--- src/rtl/asmi_pkg.sv ---
// Shared definitions for the EPCS/ASMI flash access path, used by both the
// flash reader and the flash writer.
package asmi_pkg;

  localparam logic [23:0] EPCS_IMAGE_BASE = 24'h100000;
  localparam int          EPCS_PAGE_BYTES = 256;

  typedef enum logic [2:0] {
    IDLE     = 3'd0,
    CHECK    = 3'd1,
    OPEN     = 3'd2,
    STREAM   = 3'd3,
    CLOSE    = 3'd4,
    WAIT_ACK = 3'd5,
    DONE     = 3'd6
  } asmi_state_t;

  // The PC sends bytes LSB-first relative to the flash bit order.
  function automatic logic [7:0] bit_reverse(input logic [7:0] b);
    logic [7:0] r;
    for (int i = 0; i < 8; i++) r[i] = b[7-i];
    return r;
  endfunction

endpackage

--- src/rtl/asmi_flag_handshake.sv ---
// Set/hold-until-ACK flag: rises on set, stays high until ack is seen while
// high. Set wins over ack, so the flag is always visible for at least one clock.
module asmi_flag_handshake (
  input  logic clock,
  input  logic reset,
  input  logic set,
  input  logic ack,
  output logic flag
);

  always_ff @(posedge clock) begin
    if (reset)    flag <= 1'b0;
    else if (set) flag <= 1'b1;
    else if (ack) flag <= 1'b0;
  end

endmodule

--- src/rtl/asmi_flash_reader.sv ---
// Reads num_blocks flash pages over ASMI and streams them bit-reversed into the
// Tx FIFO. Optional running byte checksum port: define ASMI_READER_CHECKSUM_EN.
module asmi_flash_reader
  import asmi_pkg::*;
#(
  parameter logic [23:0] START_ADDR     = EPCS_IMAGE_BASE,
  parameter int          PAGE_BYTES     = EPCS_PAGE_BYTES,
  parameter int          TX_FIFO_DEPTH  = 1024,
  parameter int          TIMEOUT_CYCLES = 2000000
) (
  input  logic        clock,
  input  logic        reset,
  input  logic        read_req,
  output logic        read_ACK,
  input  logic [13:0] num_blocks,
  output logic [23:0] asmi_addr,
  output logic        asmi_rden,
  output logic        asmi_read,
  input  logic [7:0]  asmi_dataout,
  input  logic        asmi_data_valid,
  input  logic        asmi_busy,
  input  logic [9:0]  tx_used,
  output logic        tx_wrreq,
  output logic [7:0]  tx_data,
  output logic        send_block,
  input  logic        send_block_ACK,
  output logic        read_done,
  input  logic        read_done_ACK,
  output logic        read_error,
`ifdef ASMI_READER_CHECKSUM_EN
  output logic [15:0] checksum,
`endif
  output asmi_state_t dbg_state
);

  localparam logic [10:0] SPACE_LIMIT  = 11'(TX_FIFO_DEPTH - PAGE_BYTES);
  localparam logic [8:0]  LAST_BYTE    = 9'(PAGE_BYTES - 1);
  localparam logic [20:0] TIMEOUT_LAST = 21'(TIMEOUT_CYCLES - 1);

  asmi_state_t state, state_nxt;
  logic [13:0] blocks_target, blocks_read;
  logic [8:0]  byte_count;
  logic [20:0] timeout_cnt;
  logic        accept, space_ok, page_write, last_byte, timed_out;
  logic        start_page, enter_done;

  // Handshake contract: read_ACK, asmi_read are 1-clock pulses; send_block and
  // read_done are held until their ACK is seen high while the flag is high.
  assign accept     = (state == IDLE) && read_req && !asmi_busy;
  assign space_ok   = ({1'b0, tx_used} <= SPACE_LIMIT) && !asmi_busy;
  assign page_write = (state == STREAM) && asmi_data_valid;
  assign last_byte  = page_write && (byte_count == LAST_BYTE);
  assign timed_out  = (state == STREAM) && !last_byte && (timeout_cnt == TIMEOUT_LAST);
  assign start_page = (state == CHECK) && (state_nxt == OPEN);
  assign enter_done = (state_nxt == DONE) && (state != DONE);
  assign dbg_state  = state;

  always_ff @(posedge clock) begin
    if (reset) state <= IDLE;
    else       state <= state_nxt;
  end

  always_comb begin
    state_nxt = state;
    case (state)
      IDLE:     if (accept) state_nxt = CHECK;
      CHECK: begin
        if (blocks_read == blocks_target) state_nxt = DONE;
        else if (space_ok)                state_nxt = OPEN;
      end
      OPEN:     state_nxt = STREAM;
      STREAM: begin
        if (last_byte)      state_nxt = CLOSE;
        else if (timed_out) state_nxt = DONE;
      end
      CLOSE:    state_nxt = WAIT_ACK;
      WAIT_ACK: if (send_block && send_block_ACK) state_nxt = CHECK;
      DONE:     if (read_done && read_done_ACK) state_nxt = IDLE;
      default:  state_nxt = IDLE;
    endcase
  end

  always_ff @(posedge clock) begin
    if (reset) begin
      read_ACK      <= 1'b0;
      asmi_addr     <= START_ADDR;
      asmi_rden     <= 1'b0;
      asmi_read     <= 1'b0;
      tx_wrreq      <= 1'b0;
      tx_data       <= 8'h00;
      read_error    <= 1'b0;
      blocks_target <= 14'd0;
      blocks_read   <= 14'd0;
      byte_count    <= 9'd0;
      timeout_cnt   <= 21'd0;
    end else begin
      read_ACK  <= accept;
      asmi_read <= start_page;
      tx_wrreq  <= page_write;
      if (accept) begin
        blocks_target <= num_blocks;
        blocks_read   <= 14'd0;
        asmi_addr     <= START_ADDR;
        read_error    <= 1'b0;
      end
      if (start_page) asmi_rden <= 1'b1;
      else if (last_byte || timed_out) asmi_rden <= 1'b0;
      if (state == OPEN) begin
        byte_count  <= 9'd0;
        timeout_cnt <= 21'd0;
      end else if (state == STREAM) begin
        timeout_cnt <= timeout_cnt + 21'd1;
        if (page_write) begin
          tx_data    <= bit_reverse(asmi_dataout);
          byte_count <= byte_count + 9'd1;
        end
      end
      // Address wraps at 24 bits; the flash decoder handles aliasing.
      if (state == CLOSE) begin
        blocks_read <= blocks_read + 14'd1;
        asmi_addr   <= asmi_addr + 24'(PAGE_BYTES);
      end
      if (timed_out) read_error <= 1'b1;
    end
  end

  asmi_flag_handshake u_send_block_flag (
    .clock (clock),
    .reset (reset),
    .set   (state == CLOSE),
    .ack   (send_block_ACK && (state == WAIT_ACK)),
    .flag  (send_block)
  );

  asmi_flag_handshake u_read_done_flag (
    .clock (clock),
    .reset (reset),
    .set   (enter_done),
    .ack   (read_done_ACK && (state == DONE)),
    .flag  (read_done)
  );

`ifdef ASMI_READER_CHECKSUM_EN
  // Sums the bytes as written to the FIFO (post bit-reversal).
  always_ff @(posedge clock) begin
    if (reset || accept) checksum <= 16'h0000;
    else if (page_write) checksum <= checksum + {8'h00, bit_reverse(asmi_dataout)};
  end
`endif

endmodule

--- config.mk ---
export PLATFORM = sky130hd
export DESIGN_NAME = asmi_flash_reader
export DESIGN_NICKNAME = d
export VERILOG_FILES = /design/src/rtl/asmi_pkg.sv /design/src/rtl/asmi_flag_handshake.sv /design/src/rtl/asmi_flash_reader.sv
export SDC_FILE = /design/constraint.sdc
export NUM_CORES = 1
export LEC_CHECK = 0
export BUFFER_PORTS_ARGS = -buffer_cell sky130_fd_sc_hd__buf_2
export CAP_MARGIN = 20
export CORE_ASPECT_RATIO = 1.25
export CORE_MARGIN = 8
export CORE_UTILIZATION = 40
export DETAILED_ROUTE_END_ITERATION = 6
export HOLD_SLACK_MARGIN = 0.05
export PLACE_DENSITY = 0.68
export SYNTH_ARGS = -nofsm -noshare
export SYNTH_HDL_FRONTEND = slang
export SYNTH_SLANG_ARGS = --single-unit
--- constraint.sdc ---
create_clock -name clock -period 2 [get_ports clock]
set_clock_uncertainty 0.1 [all_clocks]
set_input_delay 0.2 -clock clock [delete_from_list [all_inputs] [get_ports clock]]
set_output_delay 0.2 -clock clock [all_outputs]
set_load 0.1 [all_outputs]
Word-level counts from Yosys, hierarchy flattened
Index checks and enable logic that the tools add are counted.

word-level totals
  bits in registers = 100
  input bits = 39
  output and inout port bits = 42
  logic and storage cells = 77

cells by class
  $add $sub $neg = 4
  order comparisons = 1
  equal/unequal tests = 12
  multiplexer cells = 20
  bitwise gates (word level) = 1
  reduce and logical (&&, ||, !) cells = 25

operators with widths
  cell                     number
  $mux W24                 2
  $mux W14                 2
  $add A24 B9 Y24 const B  1
  $add A21 B1 Y21 const B  1
  $eq A21 B21 Y1 const B   1
  $mux W3                  7
  $pmux W3 S7              1
  $add A14 B1 Y14 const B  1
  $eq A14 B14 Y1           1
  $logic_and A1 B1 Y1      13
  $eq A3 B3 Y1 const B     4
  $le A10 B10 Y1 const B   1
  $reduce_bool A2 Y1       5
  $add A9 B1 Y9 const B    1
  $eq A3 B2 Y1 const B     3
  $eq A9 B8 Y1 const B     1
  $mux W1                  8
  $eq A3 B1 Y1 const B     1
  $logic_not A3 Y1         1
  $ne A3 B3 Y1 const B     1
  $reduce_and A3 Y1        1
  $logic_not A1 Y1         2
  $reduce_and A2 Y1        1
  $reduce_or A2 Y1         1
  2 further kinds          2

Depth between registers and ports, before layout
  depth in word-level cells = 12
  gate-level depth with buffers = 10
  mapped depth without buffers = 10

By module
From an unflattened synthesis, not the netlist that was laid out.

unflattened totals
  cells, all modules = 528
  area, all modules = 4,306.6 um2

modules (own cells, without submodules)
  module               instances  cells an instance  area an instance (um2)  sequential area each (um2)
  asmi_flash_reader    1          520                4,229.1                 1,801.7
  asmi_flag_handshake  2          4                  38.8                    20.0

Least setup slack after synthesis
No wires, ideal clock.

  path type = register to register
  start point = register state[1], in the netlist dbg_state[1]
  end point = register timeout_cnt[17]
  setup time = 0.128 ns
  data arrival time = 2.336 ns
  setup slack = -0.563 ns
  stages on the path, launching flop included = 8
  period minus slack after synthesis = 2.563 ns
  path through = dfxtp_1 -> buf_2 -> nand3b_1 -> nor4_2 -> and2b_1 -> nand4_1 -> xor2_1 -> nor2_1

on the way
  word-level cells in the longest chain between the ends = 2
  elaborated cells on any way between the ends = 3
  classes of those cells = 2 x eq/ne; 1 x reduce/logical

ends and longest elaborated chain
  what                               line                      text
  from (decl)                        asmi_flash_reader.sv:40   asmi_state_t state, state_nxt;
  from (signal assigned)             asmi_flash_reader.sv:60   else state <= state_nxt;
  $eq A3 B2 Y1                       asmi_flash_reader.sv:108  if (state == OPEN) begin
  $reduce_or A2 Y1 (no source line)  n/a
  to (signal assigned)               asmi_flash_reader.sv:112  timeout_cnt <= timeout_cnt + 21'd1;
  to (decl)                          asmi_flash_reader.sv:43   logic [20:0] timeout_cnt;

Several ways; a longest one is shown, not always the timed one.
A chain may end at the register's enable or synchronous reset.

Worst setup path after layout
  start point = register blocks_read[13]
  end point = register asmi_rden

on the way
  word-level cells in the longest chain between the ends = 6
  elaborated cells on any way between the ends = 7
  classes of those cells = 2 x eq/ne; 3 x mux; 2 x reduce/logical

ends and longest elaborated chain
  what                                                  line                      text
  from (decl)                                           asmi_flash_reader.sv:41   logic [13:0] blocks_target, blocks_read;
  from (signal assigned)                                asmi_flash_reader.sv:120  blocks_read <= blocks_read + 14'd1;
  $eq A14 B14 Y1 *                                      asmi_flash_reader.sv:68   if (blocks_read == blocks_target) state_nxt = DONE;
  $mux W3 *                                             asmi_flash_reader.sv:68
  $pmux W3 S7 *                                         asmi_flash_reader.sv:65   case (state)
  $eq A3 B2 Y1 *                                        asmi_flash_reader.sv:54   assign start_page = (state == CHECK) && (state_nxt == OPEN);
  $logic_and A1 B1 Y1 *                                 asmi_flash_reader.sv:54
  $mux W1 / $reduce_bool A2 Y1 (equally long branches)  n/a
  to (signal assigned)                                  asmi_flash_reader.sv:87   asmi_rden <= 1'b0;
  to (signal assigned)                                  asmi_flash_reader.sv:106  if (start_page) asmi_rden <= 1'b1;
  to (signal assigned)                                  asmi_flash_reader.sv:107  else if (last_byte || timed_out) asmi_rden <= 1'b0;
  to (decl)                                             asmi_flash_reader.sv:17   output logic asmi_rden,

Every way passes the cells marked *; elsewhere a longest branch is shown, timed or not.

==> reports/qor.yml <==
synthCells: 524
fin_util_pct: 52.90
start_util_pct: 40.40
critical_path.endpoint: "asmi_rden$_SDFFE_PP0P_"
fmax_ghz: 0.5078
grt_pass1_vias: 3920
clk_path_buf_depth: 2
period_share_pct: 98.46
clk_pin_slew_ns: 0.07
vias_per_cell: 5.245
synth_seq_area_share_pct: 43.59
dpl.cell_count: 732
row_count: 42
async_flop_share_pct: 0
critPathMaxStageDelay_ns: 0.34
globalplace.congestion: 0.8713
synth_seq_cells: 92
crit_arrival_ns: 2.12
drt_first_iter_violations: 230
coreArea_um2: 10460
yosysWarnings: 0
critical_path.startpoint: "blocks_read[13]$_SDFFE_PP0P_"
status: "complete, no violations"
cts_tree: "yes"
synth_edf_count: 0
antennaDiodeCount: 0
clock_latency_ns: 0.35
vias: 4054
yosysUniqueCellTypes: 50
p_per_area_nw_per_um2: 840.3
grt_pass1_wl_um: 17640
layout-drive-gt1-share_pct: 26.68
ff2ff_setup_slack_ns: 0.03
cap_violations: 0
slew_headroom_pct: 57.95
hold_violations: 0
die_area_um2: 14130
ctsRootBufferMaster: "clkbuf_16"
antenna_found_initial: 0
ir_drop_uv: 541.5
firstDrtPassIters: 5
netlist_area_um2: 4225
power_leakage_uw: 0.002146
rsz0062_at_grt: "true"
worstPathMaxFanout: 3
start_kind: "flip-flop"
synth_top_cell_area_share_pct: 43.59
route.detailed.drc: 0
die_w_um: 107.9
grt_usage_pct: 15.61
worstRegToRegCells: 7
path_class: "reg -> reg"
reg2reg_from: "blocks_read[13]$_SDFFE_PP0P_"
min_path_type: "in -> reg"
area_growth_pct: 30.92
final_nets: 680
ant_nets: 0
dp_slack_ns: 0.008932
yosysTopAreaCell: "dfxtp_1"
worst_slack_ns: 0.03077
hpwlAfterDp_um: 7818
cts_buffers: 9
gr-total-overflow: 0
crit_path_top_delay_cell: "dfxtp_1"
end_kind: "flip-flop"
crit_chain: "xnor2_1 > nand4_1 > nor4_4 > buf_4 > a31oi_1 > or2_4 > o31ai_2"
fp.dieH_um: 130.9
wire_per_inst_um: 14.64
cp.required_ns: 2.15
synth_area_leaders: "dfxtp_1 44%, nand2_1 7.4%, nor2_1 6.0%, a21oi_1 5.1%, xnor2_1 4.8%"
clock_sinks: 92
ys.flop_type: "dfxtp_1"
fin_cells: 773
finalCriticalPeriod_ns: 1.969
htreeDepth: 3
num_io_pins: 81
port_buffers: 72
setup_viol: 0
drv_slew: 0
syn_avg_cell_area_um2: 8.064
r2r-end: "asmi_rden$_SDFFE_PP0P_"
drt-total-wl_um: 11310
worst-slew-pin-transition_ns: 0.6307
grt_max_degree: 58
[power by group]
part | total (µW) | internal (µW) | switching [µW]
Sequential | 1980 | 1900 | 74.5
Combinational | 1000 | 316 | 685
Clock | 1670 | 949 | 722
[cell type report]
cell class	count	area, µm²
Fill cell	964	4926
Multi-Input combinational cell	397	2311
Sequential cell	92	1879
Timing Repair Buffer	128	848.3
Clock buffer	11	264.0
Tap cell	132	165.2
Clock inverter	5	33.78
Inverter	8	30.03
[metrics by stage]
stage	total power [µW]	area (µm²)	hold slack (ns)	setup TNS, ns
floorplan	2655	4280	0.2360	-0.01439
global placement	2902	4897	0.3394	0
detailed placement	2917	4897	0.3486	0
CTS	4614	5421	0.1285	0
global route	4821	5532	0.2031	-0.2109
finish	4648	5532	0.1283	0
[layer usage]
metal  part of all wire [%]  track usage (%)  wire length, µm  up-vias
met2                     53            28.48             6052       95
met1                     40            16.81             4536     1913
li1                       -                -                -     2031
met4                    2.1            8.265              237        0
met5                      0                0                0        -
met3                    4.3            2.601              487       15
[cell families (layout without fill, tap and decap cells)]
logic type / count (synthesis) / after routing / share of synthesized area (%)
AND/OR/NAND/NOR: 250 / 250 / 28.28
flip-flops: 92 / 92 / 43.59
AO/OA/AOI/OAI: 90 / 90 / 12.50
buffers and inverters: 42 / 152 / 4.620
XOR/XNOR: 38 / 38 / 7.877
multiplexers: 6 / 6 / 1.569
adder cells (fa/ha/maj): 5 / 5 / 1.481
other: 1 / 8 / 0.08875
[cell usage in the layout (no fill, tap or decap), types with 3 or more instances in the layout]
cell           instances
nand2_1               82
buf_2                 72
dfxtp_1               70
nor2_1                64
a21oi_1               42
buf_4                 33
nand3_1               28
nand4_1               23
xnor2_1               22
dlygate4sd3_1         22
dfxtp_2               18
o21ai_0               15
xor2_1                15
clkbuf_16             10
conb_1                 8
inv_1                  7
and3_1                 7
o21a_1                 6
nor3_1                 6
a31oi_1                6
mux2_2                 5
nor2_2                 4
and4_1                 4
dfxtp_4                4
or2_2                  3
a311oi_1               3
o31ai_1                3
or3_1                  3
[worst max-delay path: cells and delay by family (launching register included)]
kind	cells	cell delay (ns)
buffers and inverters	1	0.18
and+or+nand+nor	3	0.73
DFF	1	0.34
AOI/OAI and AO/OA	2	0.30
xor gates and xnor gates	1	0.22
[synthesized netlist by cell type, types with 3 or more instances]
cell and n:
mux2_2 5, nor3_1 6, buf_4 8, nand2_1 83, clkbuf_1 18, o31ai_1 5
and3_1 8, ha_1 5, a311oi_1 3, nor2_1 67, and4_1 5, or2_2 4
o21ai_0 17, nand3_1 28, buf_2 6, xor2_1 15, a31oi_1 6, or3_1 3
a21oi_1 43, dfxtp_1 92, nand4_1 23, nor4_1 4, inv_1 7, o21a_1 6
xnor2_1 23
[worst min-delay path by stage]
stage | start | to | slack (ns) | cells after the start
6_report | send_block_ACK | u_send_block_flag.flag$_SDFFE_PP0P_ | 0.13 | 4
5_1_grt | asmi_busy | dbg_state[0]$_SDFF_PP0_ | 0.20 | 4
3_3_place_gp | tx_data[1]$_SDFFE_PP0P_ | tx_data[1]$_SDFFE_PP0P_ | 0.34 | 2
2_1_floorplan | num_blocks[0] | blocks_target[0]$_SDFFE_PP0P_ | 0.24 | 2
3_5_place_dp | tx_data[1]$_SDFFE_PP0P_ | tx_data[1]$_SDFFE_PP0P_ | 0.35 | 2
4_1_cts | send_block_ACK | u_send_block_flag.flag$_SDFFE_PP0P_ | 0.13 | 4
[state kept, by name (all words and copies together), names as in the netlist, 3 cells and up]
register / flops
blocks_read: 14
asmi_addr: 16
dbg_state: 3
tx_data: 8
byte_count: 9
timeout_cnt: 21
blocks_target: 14
[what timing repair did]
action / CTS / global route
endpoints found under the setup margin: 1 / 8
gates resized for setup: 1 / 27
pin swaps: 0 / 7
hold endpoints to repair: 22 / 0
hold buffers: 22 / 0
buffers inserted: 0 / 3
Power figures use the tool's default switching activity.
